### src/rtl/uart_fifo_pkg.sv
// Shared FIFO pointer helpers: default address width and Gray/binary conversion.
// Used by the UART FIFO controller and the async FIFO.
package uart_fifo_pkg;

  localparam int AW_DEF = 4;
  localparam int PW     = AW_DEF + 1;

  // Operate on 32-bit zero-extended values so any pointer width up to 32 can share them.
  function automatic logic [31:0] to_gray(input logic [31:0] b);
    return b ^ (b >> 1);
  endfunction

  function automatic logic [31:0] to_bin(input logic [31:0] g);
    logic [31:0] b;
    b[31] = g[31];
    for (int i = 30; i >= 0; i--) b[i] = b[i+1] ^ g[i];
    return b;
  endfunction

endpackage

### src/rtl/uart_fifo_ptr_ctrl_if.sv
// Requester/RAM-side bundle of the UART FIFO pointer controller.
// level/almost_full exist only when UART_FIFO_LEVEL_EN is defined.
interface uart_fifo_ptr_ctrl_if
  import uart_fifo_pkg::*;
#(
  parameter int AW = AW_DEF
);
  logic          wr_req;
  logic          rd_req;
  logic          err_clr;
  logic          mem_we;
  logic [AW-1:0] mem_waddr;
  logic          mem_re;
  logic [AW-1:0] mem_raddr;
  logic          rd_valid;
  logic          full;
  logic          empty;
  logic          overflow;
  logic          underflow;
`ifdef UART_FIFO_LEVEL_EN
  logic [AW:0]   level;
  logic          almost_full;
`endif

  modport master (
    output wr_req, rd_req, err_clr,
    input  mem_we, mem_waddr, mem_re, mem_raddr, rd_valid,
           full, empty, overflow, underflow
`ifdef UART_FIFO_LEVEL_EN
    , input level, almost_full
`endif
  );

  modport slave (
    input  wr_req, rd_req, err_clr,
    output mem_we, mem_waddr, mem_re, mem_raddr, rd_valid,
           full, empty, overflow, underflow
`ifdef UART_FIFO_LEVEL_EN
    , output level, almost_full
`endif
  );

endinterface

### src/rtl/uart_gray_ptr.sv
// One FIFO pointer held in Gray form; exposes current/next Gray value and the RAM address.
module uart_gray_ptr
  import uart_fifo_pkg::*;
#(
  parameter int AW = AW_DEF
) (
  input  logic          clk,
  input  logic          rst,
  input  logic          inc,
  output logic [AW:0]   gray,
  output logic [AW:0]   gray_next,
  output logic [AW-1:0] addr
);
  typedef logic [AW:0] ptr_t;

  ptr_t gray_q;
  ptr_t bin;
  ptr_t bin_next;

  assign bin       = ptr_t'(to_bin(32'(gray_q)));
  assign bin_next  = inc ? bin + 1'b1 : bin;
  assign gray_next = ptr_t'(to_gray(32'(bin_next)));
  assign gray      = gray_q;
  assign addr      = bin[AW-1:0];

  always_ff @(posedge clk) begin
    if (rst) gray_q <= '0;
    else     gray_q <= gray_next;
  end

endmodule

### src/rtl/uart_fifo_ptr_ctrl.sv
// Single-clock UART FIFO pointer controller: push/pop arbitration, RAM address/enables, status.
// Optional occupancy outputs (level, almost_full) are built when UART_FIFO_LEVEL_EN is defined.
module uart_fifo_ptr_ctrl
  import uart_fifo_pkg::*;
#(
  parameter int AW = AW_DEF
`ifdef UART_FIFO_LEVEL_EN
  , parameter int AF_MARGIN = 2
`endif
) (
  input  logic                 clk,
  input  logic                 rst,
  uart_fifo_ptr_ctrl_if.slave  bus
);
  typedef logic [AW:0] ptr_t;

  ptr_t wg, wg_n, rg, rg_n;
  logic push_ok, pop_ok;
  logic empty_q, full_q, rd_valid_q, ovf_q, udf_q;
  logic empty_n, full_n;

  // Accept decisions use the registered flags, so push/pop at full/empty resolve naturally.
  assign push_ok = bus.wr_req & ~full_q;
  assign pop_ok  = bus.rd_req & ~empty_q;

  uart_gray_ptr #(.AW(AW)) u_wptr (
    .clk       (clk),
    .rst       (rst),
    .inc       (push_ok),
    .gray      (wg),
    .gray_next (wg_n),
    .addr      (bus.mem_waddr)
  );

  uart_gray_ptr #(.AW(AW)) u_rptr (
    .clk       (clk),
    .rst       (rst),
    .inc       (pop_ok),
    .gray      (rg),
    .gray_next (rg_n),
    .addr      (bus.mem_raddr)
  );

  // Full in Gray: top two bits inverted, remaining bits equal.
  assign empty_n = (wg_n == rg_n);
  assign full_n  = (wg_n == {~rg_n[AW:AW-1], rg_n[AW-2:0]});

  always_ff @(posedge clk) begin
    if (rst) begin
      empty_q    <= 1'b1;
      full_q     <= 1'b0;
      rd_valid_q <= 1'b0;
      ovf_q      <= 1'b0;
      udf_q      <= 1'b0;
    end else begin
      empty_q    <= empty_n;
      full_q     <= full_n;
      rd_valid_q <= pop_ok;
      ovf_q      <= (ovf_q & ~bus.err_clr) | (bus.wr_req & full_q);
      udf_q      <= (udf_q & ~bus.err_clr) | (bus.rd_req & empty_q);
    end
  end

  assign bus.mem_we    = push_ok;
  assign bus.mem_re    = pop_ok;
  assign bus.rd_valid  = rd_valid_q;
  assign bus.full      = full_q;
  assign bus.empty     = empty_q;
  assign bus.overflow  = ovf_q;
  assign bus.underflow = udf_q;

`ifdef UART_FIFO_LEVEL_EN
  ptr_t level_n, level_q;
  logic af_n, af_q;

  assign level_n = ptr_t'(to_bin(32'(wg_n))) - ptr_t'(to_bin(32'(rg_n)));
  assign af_n    = ((2 ** AW) - int'(level_n)) <= AF_MARGIN;

  always_ff @(posedge clk) begin
    if (rst) begin
      level_q <= '0;
      af_q    <= 1'b0;
    end else begin
      level_q <= level_n;
      af_q    <= af_n;
    end
  end

  assign bus.level       = level_q;
  assign bus.almost_full = af_q;
`endif

endmodule
### src/flat_wrapper.sv
// flat-port wrapper written by rule: the top's interface ports become plain ports
module uart_fifo_ptr_ctrl_flat import uart_fifo_pkg::*;
#(
  parameter int AW = AW_DEF

)
  (clk, rst, bus_wr_req, bus_rd_req, bus_err_clr, bus_mem_we, bus_mem_waddr, bus_mem_re, bus_mem_raddr, bus_rd_valid, bus_full, bus_empty, bus_overflow, bus_underflow);
  uart_fifo_ptr_ctrl_if #(.AW(AW)) bus_i ();
  input  logic clk;
  input  logic rst;
  input wire logic [$bits(bus_i.wr_req)-1:0] bus_wr_req;
  input wire logic [$bits(bus_i.rd_req)-1:0] bus_rd_req;
  input wire logic [$bits(bus_i.err_clr)-1:0] bus_err_clr;
  output wire logic [$bits(bus_i.mem_we)-1:0] bus_mem_we;
  output wire logic [$bits(bus_i.mem_waddr)-1:0] bus_mem_waddr;
  output wire logic [$bits(bus_i.mem_re)-1:0] bus_mem_re;
  output wire logic [$bits(bus_i.mem_raddr)-1:0] bus_mem_raddr;
  output wire logic [$bits(bus_i.rd_valid)-1:0] bus_rd_valid;
  output wire logic [$bits(bus_i.full)-1:0] bus_full;
  output wire logic [$bits(bus_i.empty)-1:0] bus_empty;
  output wire logic [$bits(bus_i.overflow)-1:0] bus_overflow;
  output wire logic [$bits(bus_i.underflow)-1:0] bus_underflow;
  assign bus_i.wr_req = bus_wr_req;
  assign bus_i.rd_req = bus_rd_req;
  assign bus_i.err_clr = bus_err_clr;
  assign bus_mem_we = bus_i.mem_we;
  assign bus_mem_waddr = bus_i.mem_waddr;
  assign bus_mem_re = bus_i.mem_re;
  assign bus_mem_raddr = bus_i.mem_raddr;
  assign bus_rd_valid = bus_i.rd_valid;
  assign bus_full = bus_i.full;
  assign bus_empty = bus_i.empty;
  assign bus_overflow = bus_i.overflow;
  assign bus_underflow = bus_i.underflow;
  uart_fifo_ptr_ctrl #(.AW(AW)) u_core (.clk(clk), .rst(rst), .bus(bus_i));
endmodule
### config.mk
export PLATFORM = sky130hd
export DESIGN_NAME = uart_fifo_ptr_ctrl_flat
export DESIGN_NICKNAME = d
export VERILOG_FILES = /design/src/rtl/uart_fifo_pkg.sv /design/src/rtl/uart_fifo_ptr_ctrl_if.sv /design/src/rtl/uart_gray_ptr.sv /design/src/rtl/uart_fifo_ptr_ctrl.sv /design/src/flat_wrapper.sv
export SDC_FILE = /design/constraint.sdc
export NUM_CORES = 1
export LEC_CHECK = 0
export CELL_PAD_IN_SITES_DETAIL_PLACEMENT = 0
export CELL_PAD_IN_SITES_GLOBAL_PLACEMENT = 1
export CORE_MARGIN = 2
export CORE_UTILIZATION = 39
export DETAILED_ROUTE_END_ITERATION = 8
export GPL_ROUTABILITY_DRIVEN = 0
export GPL_TIMING_DRIVEN = 0
export PLACE_DENSITY = 0.87
export SETUP_SLACK_MARGIN = 0.5
export SLEW_MARGIN = 20
export SYNTH_ARGS = -nofsm -noshare
export SYNTH_HDL_FRONTEND = slang
export SYNTH_HIERARCHICAL = 1
export SYNTH_SLANG_ARGS = --single-unit
### constraint.sdc
create_clock -name clk -period 4.7 [get_ports clk]
set_clock_uncertainty 0.05 [all_clocks]
set_input_delay 0.705 -clock clk [delete_from_list [all_inputs] [get_ports clk]]
set_output_delay 0.705 -clock clk [all_outputs]
set_load 0.05 [all_outputs]
# == Word level (Yosys, flattened, before mapping) ==
# Cells that the tools add are included.
# word_totals
input_bits,5
elab_cells,35
mem_count,0
mem_bits_rw,0
latchBits,0
out_inout_bits,15
ff_bits,15
mem_bits_ro,0
# classes
eq_ne,2
add_sub_neg,2
n_div,0
shift,0
reduce_logical,0
n_mux,2
bitwise,22
mul,0
n_lt_le_gt_ge,0
# ops
operator,count
adder 5 x 1 -> 5 bit (second input constant),2
equality test 5 bit,2
two-way mux 5 bit,2
bitwise XOR 5 x 4 -> 5 bit,2
bitwise XOR 1 bit,8
AND 1 bit,6
NOT 1 bit,3
NOT 2 bit,1
bitwise OR 1 bit,2

# == Longest topological paths before layout ==
# depth
word_depth,9
ltp_mapped,12
ltp_nobuf,12

# == By module ==
# The synthesis kept the hierarchy.
# modules_own_cells
mod,n_inst,area_per_inst_um2,cells_each,seq_area_each_um2
uart_gray_ptr,2,305.3,34,100.1
uart_fifo_ptr_ctrl,1,231.5,21,100.1

# == Worst setup path after synthesis ==
# Ideal clock, no wire load.
# synth_timing
path_type,reg2reg
startpoint,"register u_core.u_rptr.gray_q[4], in the netlist u_core/u_rptr/gray[4]"
endpoint,"register u_core.full_q, in the netlist u_core/bus.full"
path_stages_with_launch,13
arrival_ps,3777
required_time_ps,4563
path_slack_ps,786
n_path_buf,0
synth_period_minus_slack_ps,3914
setup_time_ps,87
path_cell_list,dfxtp_1 -> xor2_2 -> ha_1 -> inv_1 -> ha_1 -> inv_1 -> ha_1 -> nand3b_1 -> xor2_1 -> xnor2_1 -> xor2_1 -> nor3_2 -> nor4b_4
# synth_between
word_cells_on_any_way,9
classes_between,add/sub: 1; eq/ne: 1; mux: 1; bitwise: 6
# synth_rtl
element,line_no,text
from (decl),uart_gray_ptr.sv:16,ptr_t gray_q;
from (signal assigned),uart_gray_ptr.sv:28,else gray_q <= gray_next;
bitwise XOR 1 bit *,uart_fifo_pkg.sv:16,for (int i = 30; i >= 0; i--) b[i] = b[i+1] ^ g[i];
net bus_mem_raddr[3],flat_wrapper.sv:17,output wire logic [$bits(bus_i.mem_raddr)-1:0] bus_mem_raddr;
bitwise XOR 1 bit *,uart_fifo_pkg.sv:16,
net bus_mem_raddr[2],flat_wrapper.sv:17,
bitwise XOR 1 bit *,uart_fifo_pkg.sv:16,
net bus_mem_raddr[1],flat_wrapper.sv:17,
bitwise XOR 1 bit,uart_fifo_pkg.sv:16,
adder 5 x 1 -> 5 bit *,uart_gray_ptr.sv:21,assign bin_next = inc ? bin + 1'b1 : bin;
two-way mux 5 bit *,uart_gray_ptr.sv:21,
bitwise XOR 5 x 4 -> 5 bit *,uart_fifo_pkg.sv:10,return b ^ (b >> 1);
net u_core.rg_n[2],uart_fifo_ptr_ctrl.sv:17,"ptr_t wg, wg_n, rg, rg_n;"
equality test 5 bit *,uart_fifo_ptr_ctrl.sv:46,"assign full_n = (wg_n == {~rg_n[AW:AW-1], rg_n[AW-2:0]});"
to (signal assigned),uart_fifo_ptr_ctrl.sv:57,full_q <= full_n;
to (decl),uart_fifo_ptr_ctrl.sv:19,"logic empty_q, full_q, rd_valid_q, ovf_q, udf_q;"
# Mark *: on every way through the listed nets, which the timed path passes. The rest lies on a longest branch.
# A chain may end at the register's enable or synchronous reset.

# == Worst setup path in the final report ==
# layout_timing
startpoint,"register u_core.u_rptr.gray_q[3], in the netlist u_core/u_rptr/gray[3]"
endpoint,output bus_mem_raddr[0]
# layout_between
elab_chain_cells,4
# layout_rtl
element,line_no
bitwise XOR 1 bit (4 in a row),uart_fifo_pkg.sv:16
to (decl),flat_wrapper.sv:17
# No other way between the ends.

==> summary.txt <==
Synth
  • Syn_nets: 100
  • Post-synthesis instance total: 89
  • Post-synth top area cell: dfxtp_1
  • Sequential element share of the synthesized area: 35.7%
  • Yosys reg bits: 15
  • Ys Warns: 6
  • Post-Syn Area: 842 um^2
  • Share of the synthesized area in the top cell type: 35.7%
  • Mapped Avg Cell Area: 9.46 um^2
  • Number of distinct library cells after synthesis: 17
  • Largest cells by area after synthesis: dfxtp_1, xnor2_1, xor2_1, ha_1, nor2b_1

Global routing
  • First-pass GRT wire length: 2490 um
  • Vias in the first global route: 602
  • GR Util All Layers: 12.9%
  • Pin count of the biggest net entering global routing: 16
  • Number of antenna violations at the first check in global routing: 0
  • GRT Residual Overflow: 0

Place
  • Placement Cell Area: 0.00107 mm^2
  • DP Wirelength: 1120 um
  • Port Buffers: 19

Floorplanning
  • Die W: 50.5 um
  • DIE AREA: 0.00255 mm^2
  • Core area: 0.00200 mm^2
  • I/O pins: 20
  • Chip height: 50.5 um
  • Num rows: 16
  • Starting Density: 42.1%

Clocking
  • Clock Tree Buf Depth: 2
  • CTS buffer count: 3
  • Post-CTS Hold Fix Bufs: 0
  • Clk root buf: clkbuf_4
  • Post-cts sizing count: 0
  • Worst-path clk slew: 90 ps
  • Skew-Pair Late Insertion Delay: 280 ps
  • TritonCTS clock tree: done
  • CTS sink cnt: 15
  • H-tree depth: 1
  • Post-CTS setup repair buffer count: 0

Routing
  • DRC: 0
  • Metal2 WL: 651 um
  • Top Layer Used: met3
  • Post-DRT Antenna Nets: 0
  • Initial drt markers: 7
  • WL per Instance: 10.2 um
  • Vias/cell: 4.36
  • Drt pass-1 iters: 4
  • Via count: 606
  • M1 WL: 694 um
  • Met3 wire length: 76 um
  • Final WL: 1420 um

Cells and area
  • Nets: 124
  • Synthesis-to-finish area growth: 29.9%
  • Final Util: 54.6%
  • Number of diodes: 0
  • Share of layout cells above drive strength 1: 7.14%
  • Final Cell Area: 0.00109 mm^2

Critical path
  • Crit Path Class: reg2out
  • Critical path startpoint category: flop
  • Critical path required time: 3940 ps
  • Worst Path Arrival: 2710 ps
  • Crit. End Element: output port
  • Max FO, Critical Path: 3

Status
  • Status: finished, final reports clean

STA
  • Fin. max-slew vios: 0
  • Final TNS setup: 0 ps
  • Fmax: 289 MHz
  • Final Setup Violations: 0
  • Crit path time final: 3460 ps
  • Worst-Margin Slew: 567 ps
  • Slew HR: 62.0%
  • RSZ-0062 raised after global routing: no
  • Final Cycle Share: 73.7%
  • Final Hold Viols: 0

Worst hold path
  • Min-delay worst type: reg2reg

Pwr
  • Pwr per Cell Area: 613 mW/mm^2
  • Static Leak: 0.486 nW
  • VDD IR max: 252 uV

Run
  • Max-Cap Viols: 0
-- cell usage in the layout, fill, tap and decap left out --
master | netlist | final
xor2_1 | 9 | 9
nand2_1 | 4 | 4
nand3b_1 | 2 | 2
o21ai_1 | 2 | 2
clkinv_2 | 0 | 1
dfxtp_1 | 15 | 15
a31o_1 | 1 | 1
nor4b_4 | 1 | 1
nor2_1 | 4 | 4
xnor2_1 | 10 | 10
nand3_1 | 2 | 2
xor2_2 | 2 | 2
mux2i_1 | 2 | 2
clkbuf_4 | 0 | 3
inv_1 | 15 | 15
nor3_2 | 1 | 1
nor2b_1 | 11 | 11
ha_1 | 6 | 6
a22oi_1 | 2 | 2
clkdlybuf4s50_1 | 0 | 19
-- routing by layer --
layer | GRT usage, % | vias up
li1 | - | 325
met1 | 14.6 | 269
met2 | 22.4 | 12
met3 | 5.65 | 0
met4 | 2.70 | 0
met5 | 0 | -
-- state kept, by name (all words and copies together) (netlist names) --
register / count
u_core/bus.empty: 1
u_core/u_rptr/gray: 5
u_core/bus.rd_valid: 1
u_core/bus.full: 1
u_core/bus.overflow: 1
u_core/bus.underflow: 1
u_core/u_wptr/gray: 5
-- final cells by class --
class | instances | area [um^2]
Sequential cell | 15 | 300
Clock inverter | 1 | 5.00
Clock buffer | 3 | 22.5
Multi-Input combinational cell | 59 | 485
Timing Repair Buffer | 19 | 190
Inverter | 15 | 56.3
Fill cell | 197 | 908
Tap cell | 27 | 33.8
-- Yosys cell counts --
| cell type | number |
|---|---|
| a22oi_1 | 2 |
| o21ai_1 | 2 |
| nand3_1 | 2 |
| xor2_1 | 9 |
| dfxtp_1 | 15 |
| nor3_2 | 1 |
| nand3b_1 | 2 |
| xor2_2 | 2 |
| nor4b_4 | 1 |
| nor2_1 | 4 |
| inv_1 | 15 |
| xnor2_1 | 10 |
| mux2i_1 | 2 |
| nor2b_1 | 11 |
| ha_1 | 6 |
| a31o_1 | 1 |
| nand2_1 | 4 |
-- critical path: stages (launching register included) --
cell             delay [ps]
dfxtp_1                 330
xor2_2                  190
ha_1                    320
inv_1                    90
ha_1                    320
inv_1                    60
ha_1                    280
inv_1                    60
clkdlybuf4s50_1         790
-- kinds of logic after synthesis --
family | Yosys count | synth area share, %
DFF | 15 | 35.7
AOI/OAI and AO/OA | 5 | 4.01
and+or+nand+nor | 25 | 18.7
xor gates and xnor gates | 21 | 23.6
muxes | 2 | 2.38
buffers and inverters | 15 | 6.69
adders and majority gates | 6 | 8.92
-- per-stage QoR --
step                      std cells  total power [W]  setup WS (ps)  hold WS (ps)
final                           139         0.000670           1240           463
after floorplan                  89         0.000494            786           527
after global placement          135         0.000597           1410           428
after CTS                       139         0.000678           1210           464
after global routing            139         0.000714           1100           498
after detailed placement        135         0.000601           1350           436
-- worst paths after layout --
check	cells after the start	from	endpoint	slack, ps
min reg2reg	2	u_core/bus.overflow	u_core/bus.overflow	460
min	2	u_core/bus.overflow	u_core/bus.overflow	460
max reg2reg	12	u_core/u_rptr/gray[3]	u_core/bus.full	1800
max	8	u_core/u_rptr/gray[3]	bus_mem_raddr[0]	1240
-- power breakdown --
group / internal [W] / switching [W] / total (W) / leakage [nW]
Sequential: 0.000148 / 0.0000104 / 0.000159 / 0.122
Clock: 0.0000316 / 0.0000405 / 0.0000721 / 0.0177
Combinational: 0.000175 / 0.000265 / 0.000439 / 0.345
(Power assumes the default switching activity.)
==> RTL change (same flow settings) <==
`AW_DEF`: 4 -> 6.
--- a/src/rtl/uart_fifo_pkg.sv
+++ b/src/rtl/uart_fifo_pkg.sv
@@ -2,7 +2,7 @@
 // Used by the UART FIFO controller and the async FIFO.
 package uart_fifo_pkg;
 
-  localparam int AW_DEF = 4;
+  localparam int AW_DEF = 6;
   localparam int PW     = AW_DEF + 1;
 
   // Operate on 32-bit zero-extended values so any pointer width up to 32 can share them.
Interface: changed (resized bus_mem_raddr and bus_mem_waddr); port bits go from 20 to 24. The function was not compared with the original's and may differ.
==> RTL change against the original RTL <==
Worst setup slack got worse by 0.57 ns. Global-route usage increased by 2.2 points. Fmax decreased by 14%. Sequential cell count increased by 4. Cell area increased by 55%. Via count increased by 52%. Largest power group unchanged. Synthesized cell count increased by 53%. Critical path type unchanged. Total power increased by 85%. Die area increased by 40%. Highest routed layer is now met4. Worst hold slack improved by 0.013 ns. Combinational power increased by 120%. Wire length increased by 60%. Synthesized area increased by 44%.
==> RTL change: results (changes against the original RTL) <==
STA
  – Worst hold slack: 0.476 ns (was 0.463 ns)
  – Slew @ Worst Pin: 0.605 ns (was 0.567 ns)
  – FMAX: 0.248 GHz (was 0.289 GHz)

Layout
  – Buffers, non-clock: 25 (was 19)
  – Non-clock buffer contribution to total cell area: 13.9% (was 17.4%)
  – Clkbuf count: 4 (was 3)
  – Area occupied by registers: 390 um2 (was 300 um2)
  – Share of cells above drive strength 1: 20.9% (was 7.14%)
  – Area occupied by multi-input gates: 868 um2 (was 485 um2)
  – Total Nets Final: 179 (was 124)
  – Non-clk invs: 26 (was 15)
  – Fillers: 296 (was 197)
  – #MultiIn Comb: 89 (was 59)
  – ClkCell Share: 1.55% (was 2.52%)
  – Seq_cells: 19 (was 15)

Worst setup path
  – Setup crit end: bus_mem_raddr[1] (was bus_mem_raddr[0])
  – Largest delay share family, worst path: buffers and inverters (unchanged)
  – Critical Path AT: 3.28 ns (was 2.71 ns)
  – Worst r2r src: u_core/u_rptr/gray[6]$_SDFF_PP0_ (was u_core/u_rptr/gray[3]$_SDFF_PP0_)
  – R2R Path End: u_core/bus.empty$_SDFF_PP1_ (was u_core/bus.full$_SDFF_PP0_)
  – Crit path max-delay cell type: clkdlybuf4s50_1 (unchanged)
  – Reg-to-reg setup timing slack: 0.96 ns (was 1.80 ns)
  – Cell depth of the worst flop-to-flop path: 16 (was 12)

Logic synthesis
  – Syn_nets: 151 (was 100)
  – Area fraction in compound gates after synthesis: 4.66% (was 4.01%)
  – Synth Area in Adders: 10.4% (was 8.92%)
  – Seq/Total Area, Yosys: 31.5% (was 35.7%)
  – Area contributors post-synth: dfxtp_1 (31%), xnor2_1 (14%), ha_1 (10%) (was dfxtp_1 (36%), xnor2_1 (10%), xor2_1 (9.4%))
  – Post-Syn Instances: 136 (was 89)
  – Post-Synth XOR/XNOR Area: 24.9% (was 23.6%)
  – Post-synth cell types: 21 (was 17)
  – Mux contribution to synthesized area: 1.66% (was 2.38%)

Routing
  – First-iteration detailed-routing DRC count: 27 (was 7)
  – Final wirelength: 2280 um (was 1420 um)
  – Vias: 924 (was 606)

Floorplanning
  – Tap cells: 33 (was 27)

Global routing
  – Total track usage: 15.1% (was 12.9%)
  – Pin count of the biggest net entering global routing: 18 (was 16)
  – Vias in the first global route: 956 (was 602)
  – First-pass GRT wire length: 4130 um (was 2490 um)

Status
  – Status: finished, final reports clean (unchanged)

Place
  – Pre-CTS WS: 0.651 ns (was 1.35 ns)
  – Placed cells: 192 (was 135)
  – Port buffer count: 23 (was 19)
  – Dpl hpwl: 1840 um (was 1120 um)

Clock network
  – Clk sink count: 19 (was 15)
  – Worst-path clk slew: 0.11 ns (was 0.09 ns)

Power and ir drop
  – LEAKAGE: 0.604 nW (was 0.486 nW)
  – Peak VDD IR: 0.000562 V (was 0.000252 V)
==> RTL change: changes by cell type after synthesis, moves of 3 or more <==
cell	before	now
dfxtp_1	15	19
xnor2_1	10	19
ha_1	6	10
nor3_1	0	5
nor2b_1	11	14
inv_1	15	26
==> RTL change: per-layer routing <==
metal  GRT usage, %  wire length [um]  share of wire, %
met1           19.2              1040                46
met2           26.2              1160                51
met3           1.95                61               2.7
met4           4.76                15              0.66
met5              0                 0                 0
==> RTL change: repair_timing <==
item | in CTS | in global routing
endpoints found under the hold margin | 0 | 0
gates resized for setup | 2 | 3
endpoints found under the setup margin | 2 | 2
==> RTL change: cell families after synthesis <==
kind of cell    after synthesis
xor+xnor                     31
simple gates                 39
mux                           2
buf+inv                      28
compound gates                7
fa+ha+maj                    10
flops                        19
==> RTL change: where the power goes <==
group	switching, mW	internal (mW)
Clock	0.0487	0.0330
Combinational	0.546	0.407
Sequential	0.0119	0.191
